**src/rtl/control_unit_if.sv**
```systemverilog
// control_unit_if -- handshake bundle between the LC-3 control FSM and its datapath.
//   Inputs to the FSM : Run, Continue (pushbuttons), Opcode/IR_5/IR_11 (instruction
//                       register fields), BEN (registered branch-enable flag).
//   Outputs of the FSM: register load enables, bus gates, mux selects,
//                       ALU function and memory strobes.
//   slave  modport: the control unit itself.
//   master modport: the datapath / environment that drives the inputs.
interface control_unit_if;
    logic       Run;
    logic       Continue;
    logic [3:0] Opcode;
    logic       IR_5;
    logic       IR_11;
    logic       BEN;

    logic       LD_MAR, LD_MDR, LD_IR, LD_BEN, LD_CC, LD_REG, LD_PC;
    logic       GatePC, GateMDR, GateALU, GateMARMUX;
    logic       DRMUX, SR1MUX, SR2MUX, ADDR1MUX;
    logic       Mem_OE, Mem_WE;
    logic [1:0] PCMUX, ADDR2MUX, ALUK;

    modport slave (
        input  Run, Continue, Opcode, IR_5, IR_11, BEN,
        output LD_MAR, LD_MDR, LD_IR, LD_BEN, LD_CC, LD_REG, LD_PC,
               GatePC, GateMDR, GateALU, GateMARMUX,
               DRMUX, SR1MUX, SR2MUX, ADDR1MUX, Mem_OE, Mem_WE,
               PCMUX, ADDR2MUX, ALUK
    );

    modport master (
        output Run, Continue, Opcode, IR_5, IR_11, BEN,
        input  LD_MAR, LD_MDR, LD_IR, LD_BEN, LD_CC, LD_REG, LD_PC,
               GatePC, GateMDR, GateALU, GateMARMUX,
               DRMUX, SR1MUX, SR2MUX, ADDR1MUX, Mem_OE, Mem_WE,
               PCMUX, ADDR2MUX, ALUK
    );
endinterface

```
**src/rtl/control_unit.sv**
```systemverilog
// control_unit -- Moore FSM sequencing fetch / decode / execute for a small LC-3
// subset (ADD, AND, NOT, BR, JMP, JSR/JSRR, LDR, STR, PAUSE).
//   Clk   : sole clock, rising edge.
//   Reset : synchronous active-high, forces HALTED from any state.
//   cu    : control_unit_if.slave -- pushbuttons, IR fields and BEN in;
//           load enables, gates, mux selects, ALUK, memory strobes out.
// Outputs depend on the state register only (plus the IR_5 / IR_11 fields,
// which come from the registered IR), so they are glitch-free per cycle.
module control_unit (
    input  logic            Clk,
    input  logic            Reset,
    control_unit_if.slave   cu
);

    typedef enum logic [4:0] {
        HALTED, S18, S33_1, S33_2, S33_3, S35, S32,
        S1, S5, S9, S0, S22, S12, S4, S21,
        S6, S25_1, S25_2, S25_3, S27,
        S7, S23, S16_1, S16_2, S16_3,
        PAUSE1, PAUSE2
    } state_t;

    state_t state, next;

    logic       ld_mar, ld_mdr, ld_ir, ld_ben, ld_cc, ld_reg, ld_pc;
    logic       gate_pc, gate_mdr, gate_alu, gate_marmux;
    logic       drmux, sr1mux, sr2mux, addr1mux;
    logic       mem_oe, mem_we;
    logic [1:0] pcmux, addr2mux, aluk;

    always_ff @(posedge Clk) begin
        if (Reset) state <= HALTED;
        else       state <= next;
    end

    always_comb begin
        next        = state;
        ld_mar      = 1'b0;
        ld_mdr      = 1'b0;
        ld_ir       = 1'b0;
        ld_ben      = 1'b0;
        ld_cc       = 1'b0;
        ld_reg      = 1'b0;
        ld_pc       = 1'b0;
        gate_pc     = 1'b0;
        gate_mdr    = 1'b0;
        gate_alu    = 1'b0;
        gate_marmux = 1'b0;
        drmux       = 1'b0;
        sr1mux      = 1'b0;
        sr2mux      = 1'b0;
        addr1mux    = 1'b0;
        mem_oe      = 1'b0;
        mem_we      = 1'b0;
        pcmux       = 2'b00;
        addr2mux    = 2'b00;
        aluk        = 2'b00;

        case (state)
            HALTED: if (cu.Run) next = S18;

            // Fetch: MAR <- PC, PC <- PC+1
            S18: begin
                ld_mar  = 1'b1;
                gate_pc = 1'b1;
                ld_pc   = 1'b1;
                pcmux   = 2'b00;
                next    = S33_1;
            end
            // Three-cycle memory read; MDR captures on the last one
            S33_1: begin mem_oe = 1'b1; next = S33_2; end
            S33_2: begin mem_oe = 1'b1; next = S33_3; end
            S33_3: begin mem_oe = 1'b1; ld_mdr = 1'b1; next = S35; end
            S35: begin
                gate_mdr = 1'b1;
                ld_ir    = 1'b1;
                next     = S32;
            end
            S32: begin
                ld_ben = 1'b1;
                case (cu.Opcode)
                    4'b0001: next = S1;
                    4'b0101: next = S5;
                    4'b1001: next = S9;
                    4'b0000: next = S0;
                    4'b1100: next = S12;
                    4'b0100: next = S4;
                    4'b0110: next = S6;
                    4'b0111: next = S7;
                    4'b1101: next = PAUSE1;
                    default: next = S18;
                endcase
            end

            // ALU ops share everything except the function select
            S1, S5, S9: begin
                gate_alu = 1'b1;
                ld_reg   = 1'b1;
                ld_cc    = 1'b1;
                sr1mux   = 1'b1;
                sr2mux   = cu.IR_5;
                aluk     = (state == S1) ? 2'b00 : (state == S5) ? 2'b01 : 2'b10;
                next     = S18;
            end

            // BEN was loaded in S32, so it is valid here
            S0: next = cu.BEN ? S22 : S18;
            S22: begin
                ld_pc    = 1'b1;
                pcmux    = 2'b10;
                addr2mux = 2'b10;
                next     = S18;
            end
            S12: begin
                ld_pc    = 1'b1;
                pcmux    = 2'b10;
                addr1mux = 1'b1;
                sr1mux   = 1'b1;
                next     = S18;
            end

            // JSR/JSRR: R7 <- PC, then PC <- target
            S4: begin
                gate_pc = 1'b1;
                ld_reg  = 1'b1;
                drmux   = 1'b1;
                next    = S21;
            end
            S21: begin
                ld_pc = 1'b1;
                pcmux = 2'b10;
                if (cu.IR_11) begin
                    addr2mux = 2'b11;
                end else begin
                    addr1mux = 1'b1;
                    sr1mux   = 1'b1;
                end
                next = S18;
            end

            // LDR / STR effective address: MAR <- BaseR + off6
            S6, S7: begin
                gate_marmux = 1'b1;
                ld_mar      = 1'b1;
                addr1mux    = 1'b1;
                sr1mux      = 1'b1;
                addr2mux    = 2'b01;
                next        = (state == S6) ? S25_1 : S23;
            end
            S25_1: begin mem_oe = 1'b1; next = S25_2; end
            S25_2: begin mem_oe = 1'b1; next = S25_3; end
            S25_3: begin mem_oe = 1'b1; ld_mdr = 1'b1; next = S27; end
            S27: begin
                gate_mdr = 1'b1;
                ld_reg   = 1'b1;
                ld_cc    = 1'b1;
                next     = S18;
            end
            // STR: SR (IR[11:9]) passes through the ALU into MDR
            S23: begin
                gate_alu = 1'b1;
                ld_mdr   = 1'b1;
                aluk     = 2'b11;
                sr1mux   = 1'b0;
                next     = S16_1;
            end
            S16_1: begin mem_we = 1'b1; next = S16_2; end
            S16_2: begin mem_we = 1'b1; next = S16_3; end
            S16_3: begin mem_we = 1'b1; next = S18; end

            // Wait for press, then for release, so one press resumes once
            PAUSE1: if (cu.Continue)  next = PAUSE2;
            PAUSE2: if (!cu.Continue) next = S18;

            default: next = HALTED;
        endcase
    end

    assign cu.LD_MAR     = ld_mar;
    assign cu.LD_MDR     = ld_mdr;
    assign cu.LD_IR      = ld_ir;
    assign cu.LD_BEN     = ld_ben;
    assign cu.LD_CC      = ld_cc;
    assign cu.LD_REG     = ld_reg;
    assign cu.LD_PC      = ld_pc;
    assign cu.GatePC     = gate_pc;
    assign cu.GateMDR    = gate_mdr;
    assign cu.GateALU    = gate_alu;
    assign cu.GateMARMUX = gate_marmux;
    assign cu.DRMUX      = drmux;
    assign cu.SR1MUX     = sr1mux;
    assign cu.SR2MUX     = sr2mux;
    assign cu.ADDR1MUX   = addr1mux;
    assign cu.Mem_OE     = mem_oe;
    assign cu.Mem_WE     = mem_we;
    assign cu.PCMUX      = pcmux;
    assign cu.ADDR2MUX   = addr2mux;
    assign cu.ALUK       = aluk;

endmodule

```
**src/flat_wrapper.sv**
```systemverilog
// flat-port wrapper written by rule: the top's interface ports become plain ports
module control_unit_flat 
  (Clk, Reset, cu_Run, cu_Continue, cu_Opcode, cu_IR_5, cu_IR_11, cu_BEN, cu_LD_MAR, cu_LD_MDR, cu_LD_IR, cu_LD_BEN, cu_LD_CC, cu_LD_REG, cu_LD_PC, cu_GatePC, cu_GateMDR, cu_GateALU, cu_GateMARMUX, cu_DRMUX, cu_SR1MUX, cu_SR2MUX, cu_ADDR1MUX, cu_Mem_OE, cu_Mem_WE, cu_PCMUX, cu_ADDR2MUX, cu_ALUK);
  control_unit_if cu_i ();
  input  logic Clk;
  input  logic Reset;
  input wire logic [$bits(cu_i.Run)-1:0] cu_Run;
  input wire logic [$bits(cu_i.Continue)-1:0] cu_Continue;
  input wire logic [$bits(cu_i.Opcode)-1:0] cu_Opcode;
  input wire logic [$bits(cu_i.IR_5)-1:0] cu_IR_5;
  input wire logic [$bits(cu_i.IR_11)-1:0] cu_IR_11;
  input wire logic [$bits(cu_i.BEN)-1:0] cu_BEN;
  output wire logic [$bits(cu_i.LD_MAR)-1:0] cu_LD_MAR;
  output wire logic [$bits(cu_i.LD_MDR)-1:0] cu_LD_MDR;
  output wire logic [$bits(cu_i.LD_IR)-1:0] cu_LD_IR;
  output wire logic [$bits(cu_i.LD_BEN)-1:0] cu_LD_BEN;
  output wire logic [$bits(cu_i.LD_CC)-1:0] cu_LD_CC;
  output wire logic [$bits(cu_i.LD_REG)-1:0] cu_LD_REG;
  output wire logic [$bits(cu_i.LD_PC)-1:0] cu_LD_PC;
  output wire logic [$bits(cu_i.GatePC)-1:0] cu_GatePC;
  output wire logic [$bits(cu_i.GateMDR)-1:0] cu_GateMDR;
  output wire logic [$bits(cu_i.GateALU)-1:0] cu_GateALU;
  output wire logic [$bits(cu_i.GateMARMUX)-1:0] cu_GateMARMUX;
  output wire logic [$bits(cu_i.DRMUX)-1:0] cu_DRMUX;
  output wire logic [$bits(cu_i.SR1MUX)-1:0] cu_SR1MUX;
  output wire logic [$bits(cu_i.SR2MUX)-1:0] cu_SR2MUX;
  output wire logic [$bits(cu_i.ADDR1MUX)-1:0] cu_ADDR1MUX;
  output wire logic [$bits(cu_i.Mem_OE)-1:0] cu_Mem_OE;
  output wire logic [$bits(cu_i.Mem_WE)-1:0] cu_Mem_WE;
  output wire logic [$bits(cu_i.PCMUX)-1:0] cu_PCMUX;
  output wire logic [$bits(cu_i.ADDR2MUX)-1:0] cu_ADDR2MUX;
  output wire logic [$bits(cu_i.ALUK)-1:0] cu_ALUK;
  assign cu_i.Run = cu_Run;
  assign cu_i.Continue = cu_Continue;
  assign cu_i.Opcode = cu_Opcode;
  assign cu_i.IR_5 = cu_IR_5;
  assign cu_i.IR_11 = cu_IR_11;
  assign cu_i.BEN = cu_BEN;
  assign cu_LD_MAR = cu_i.LD_MAR;
  assign cu_LD_MDR = cu_i.LD_MDR;
  assign cu_LD_IR = cu_i.LD_IR;
  assign cu_LD_BEN = cu_i.LD_BEN;
  assign cu_LD_CC = cu_i.LD_CC;
  assign cu_LD_REG = cu_i.LD_REG;
  assign cu_LD_PC = cu_i.LD_PC;
  assign cu_GatePC = cu_i.GatePC;
  assign cu_GateMDR = cu_i.GateMDR;
  assign cu_GateALU = cu_i.GateALU;
  assign cu_GateMARMUX = cu_i.GateMARMUX;
  assign cu_DRMUX = cu_i.DRMUX;
  assign cu_SR1MUX = cu_i.SR1MUX;
  assign cu_SR2MUX = cu_i.SR2MUX;
  assign cu_ADDR1MUX = cu_i.ADDR1MUX;
  assign cu_Mem_OE = cu_i.Mem_OE;
  assign cu_Mem_WE = cu_i.Mem_WE;
  assign cu_PCMUX = cu_i.PCMUX;
  assign cu_ADDR2MUX = cu_i.ADDR2MUX;
  assign cu_ALUK = cu_i.ALUK;
  control_unit u_core (.Clk(Clk), .Reset(Reset), .cu(cu_i));
endmodule
```
**config.mk**
```make
export PLATFORM = sky130hd
export DESIGN_NAME = control_unit_flat
export DESIGN_NICKNAME = d
export VERILOG_FILES = /design/src/rtl/control_unit_if.sv /design/src/rtl/control_unit.sv /design/src/flat_wrapper.sv
export SDC_FILE = /design/constraint.sdc
export NUM_CORES = 1
export LEC_CHECK = 0
export CAP_MARGIN = 20
export CORE_AREA = 5 5 52 54
export DETAILED_ROUTE_END_ITERATION = 8
export DIE_AREA = 0 0 57 59
export HOLD_SLACK_MARGIN = 0.15
export PLACE_DENSITY = 0.86
export SLEW_MARGIN = 25
export SYNTH_ARGS = -nofsm -noshare
export SYNTH_HDL_FRONTEND = slang
export SYNTH_SLANG_ARGS = --single-unit
```
**constraint.sdc**
```tcl
create_clock -name Clk -period 3.6 [get_ports Clk]
set_input_delay 0.54 -clock Clk [delete_from_list [all_inputs] [get_ports Clk]]
set_output_delay 0.54 -clock Clk [all_outputs]
set_load 0.03 [all_outputs]
```
==> run_results.csv <==
group,metric,value,unit
floorplan,die_h,59,µm
clocking,htreeDepth,1,
sta,maxSlewViolCount,0,
finish,reg_top3,"u_core.state: 5 flops",
floorplan,row_count,17,
job,drv_cap,0,
clocking,numClockSinks,5,
setup_path,timing.rr.start,"u_core.state[1]",
synthesis,synth_top_area_share,9.950,%
finish,largest_reg_flops,5,
synthesis,synthArstFlopShare,0,%
setup_path,worst_ep_arrival_time,2.59,ns
synthesis,synth_largest_area_cell,"dfxtp_1",
drt,wl_met3,216,µm
worst_hold_path,hold_path.class,"register to register",
power,ir_drop,0.1908,mV
finish,n_antenna_cell,0,
clocking,cts_tree,"yes",
setup_path,path_class,"register to output port",
sta,setup_viol,0,
placement,io_buffers,32,
synthesis,synth_nets,171,
setup_path,ff2ff_path_depth,4,
drt,met2_length,1429,µm
synthesis,synth_edf_count,0,
finish,syn_to_final_growth,30.35,%
sta,rsz0062_at_grt,"false",
global_routing,globalRoute.totalOverflow,0,
setup_path,cp.required,3.06,ns
setup_path,slowest_delay,0.83,ns
clocking,numCtsBuffers,3,
sta,max_slew.worst_pin.slew,0.8834,ns
drt,wl_per_cell,14.08,µm
sta,setup_slack,0.4749,ns
drt,wirelength,2956,µm
synthesis,ys_seq_area_share,9.950,%
power,p_per_area,284.6,nW/µm²
sta,min_period,3.125,ns
finish,num-fill-cells,207,
drt,wl_met1,1280,µm
synthesis,synthDistinctLibCells,50,
synthesis,synth_area_leaders,"dfxtp_1 (10%), a21oi_1 (9.0%), nor2_1 (7.8%)",
global_routing,track_usage,16.70,%
setup_path,reg2reg_slack,1.73,ns
synthesis,syn_area,1006,µm²
setup_path,slowest_stage,"dfxtp_1",
drt,via_per_inst,6.043,
drt,ant_nets,0,
clocking,cts_hold_buf,0,
floorplan,die_x,57,µm
finish,final_nets,194,
clocking,cts_buffer_depth,2,
setup_path,path_max_fanout,26,
setup_path,endpoint_kind,"output port",
synthesis,syn_inst,160,
sta,relSlewSlack,41.03,%
clocking,cts_resized,0,
sta,hold_viol,0,
synthesis,postSynthAreaPerCell,6.287,µm²
finish,regMostFlops,"u_core.state",
clocking,path_clk_slew,0.05,ns
clocking,clock_latency,0.24,ns
global_routing,grt_max_degree,27,
sta,hold_ws,0.7554,ns
finish,drive_gt1_share,7.692,%
drt,initialDrtViolationCount,56,
sta,clock_skew,0.002285,ns
placement,pre_cts_slack,0.7461,ns
floorplan,die-area,3363,µm²
floorplan,ios,34,
setup_path,reg2reg_to,"u_core.state[1]",
setup_path,crit_path_start,"u_core.state[3]",
setup_path,endpoint,"cu_LD_REG",
setup_path,critPathLaunchType,"register",
synthesis,ys.flop_type,"dfxtp_1",
synthesis,ys_warn_count,0,
setup_path,crit_chain,"and2b_4, a31oi_2, o22ai_2, or2_1, clkdlybuf4s50_1",
global_routing,grt_pass1_vias,1102,
placement,gp_congestion,0.8510,
sta,setup_tns,0,ns
drt,drc,0,
drt,firstDrtPassIters,4,
sta,finalCritPeriodShare,86.81,%
global_routing,antenna_found_initial,0,
floorplan,coreArea,2170,µm²
status,run_status,"completed",
global_routing,grt_pass1_wl,4698,µm
sta,fmax,320.0,MHz
power,p_leak,0.4104,nW
floorplan,start_util,46.37,%
drt,vias,1269,
clocking,post_cts_buffers,0,
placement,place_hpwl,2147,µm
synthesis,synth-seq-cells,5,
drt,dr.max_layer_used,"met4",
clocking,root_buffer,"clkbuf_4",
[worst min-delay path by stage]
stage	start	to	slack (ns)	cells past startpoint
6_report	u_core.state[2]	u_core.state[4]	0.76	2
5_1_grt	u_core.state[2]	u_core.state[4]	0.81	2
4_1_cts	u_core.state[2]	u_core.state[4]	0.73	2
3_5_place_dp	u_core.state[2]	u_core.state[4]	0.72	2
3_3_place_gp	u_core.state[2]	u_core.state[4]	0.70	2
2_1_floorplan	Reset	u_core.state[2]	0.61	1
[synthesized netlist by cell type, types with 2 or more instances]
| library cell | count |
|---|---|
| nor2_1 | 21 |
| a21oi_1 | 18 |
| nand2_1 | 12 |
| buf_2 | 10 |
| nor3_1 | 10 |
| nand2b_1 | 7 |
| buf_4 | 5 |
| dfxtp_1 | 5 |
| nand3b_1 | 5 |
| o21ai_0 | 5 |
| o21a_1 | 4 |
| o21ai_1 | 4 |
| a31oi_1 | 3 |
| nor2b_1 | 3 |
| nor3b_1 | 3 |
| o22ai_1 | 3 |
| inv_1 | 2 |
| inv_2 | 2 |
| nand4_1 | 2 |
| nor3_2 | 2 |
| nor4_1 | 2 |
| or3_1 | 2 |
| or3b_1 | 2 |
| xor2_1 | 2 |
[final cells by class]
type	instances	area [µm²]	area share (%)
multi-input combinational	135	799.5	60.97
timing repair buffer	34	335.3	25.57
sequential	5	100.1	7.634
tap	28	35.03	2.672
clock buffer	4	26.28	2.004
inverter	4	15.01	1.145
[per-stage QoR]
step | total power [mW] | instance area, µm² | util (%) | instances
global placement | 0.2972 | 1285 | 59.23 | 206
floorplan | 0.2433 | 1006 | - | 160
finish | 0.3731 | 1311 | 60.44 | 210
detailed placement | 0.3024 | 1285 | 59.23 | 206
CTS | 0.3695 | 1311 | 60.44 | 210
global route | 0.3947 | 1311 | 60.44 | 210
[kinds of logic (layout without fill, tap and decap cells)]
family,count (synthesis),count (layout),synth area share [%]
other,1,1,0.3728
flip-flops,5,5,9.951
AND/OR/NAND/NOR,80,80,43.53
AO/OA/AOI/OAI,50,50,31.72
multiplexers,2,2,2.114
XOR/XNOR,2,2,1.742
buffers and inverters,20,42,10.57
[where the power goes]
part           internal [mW]  switching [mW]
Sequential            0.0618          0.0351
Combinational         0.0889           0.121
Clock                 0.0420          0.0247
Total                  0.193           0.180
[cells in the final DEF, fill, tap and decap left out, types with 4 or more instances in the layout]
cell type         n
clkdlybuf4s50_1  32
nor2_1           21
a21oi_1          18
nand2_1          12
nor3_1           10
nand2b_1          7
nand3b_1          5
o21ai_0           5
dfxtp_1           5
o21a_1            4
o21ai_1           4
[worst max-delay path, delay by kind of cell, from the launching register on]
family,cells,cell delay (ns)
buf+inv,1,0.59
simple gates,2,0.55
compound gates,2,0.37
flops,1,0.83
[metal layers]
metal	track usage (%)	vias up
met2	29.04	62
met5	0	-
met3	2.614	4
li1	-	624
met1	22.02	579
met4	2.980	0
No activity file was read; power rests on OpenSTA's default activity.
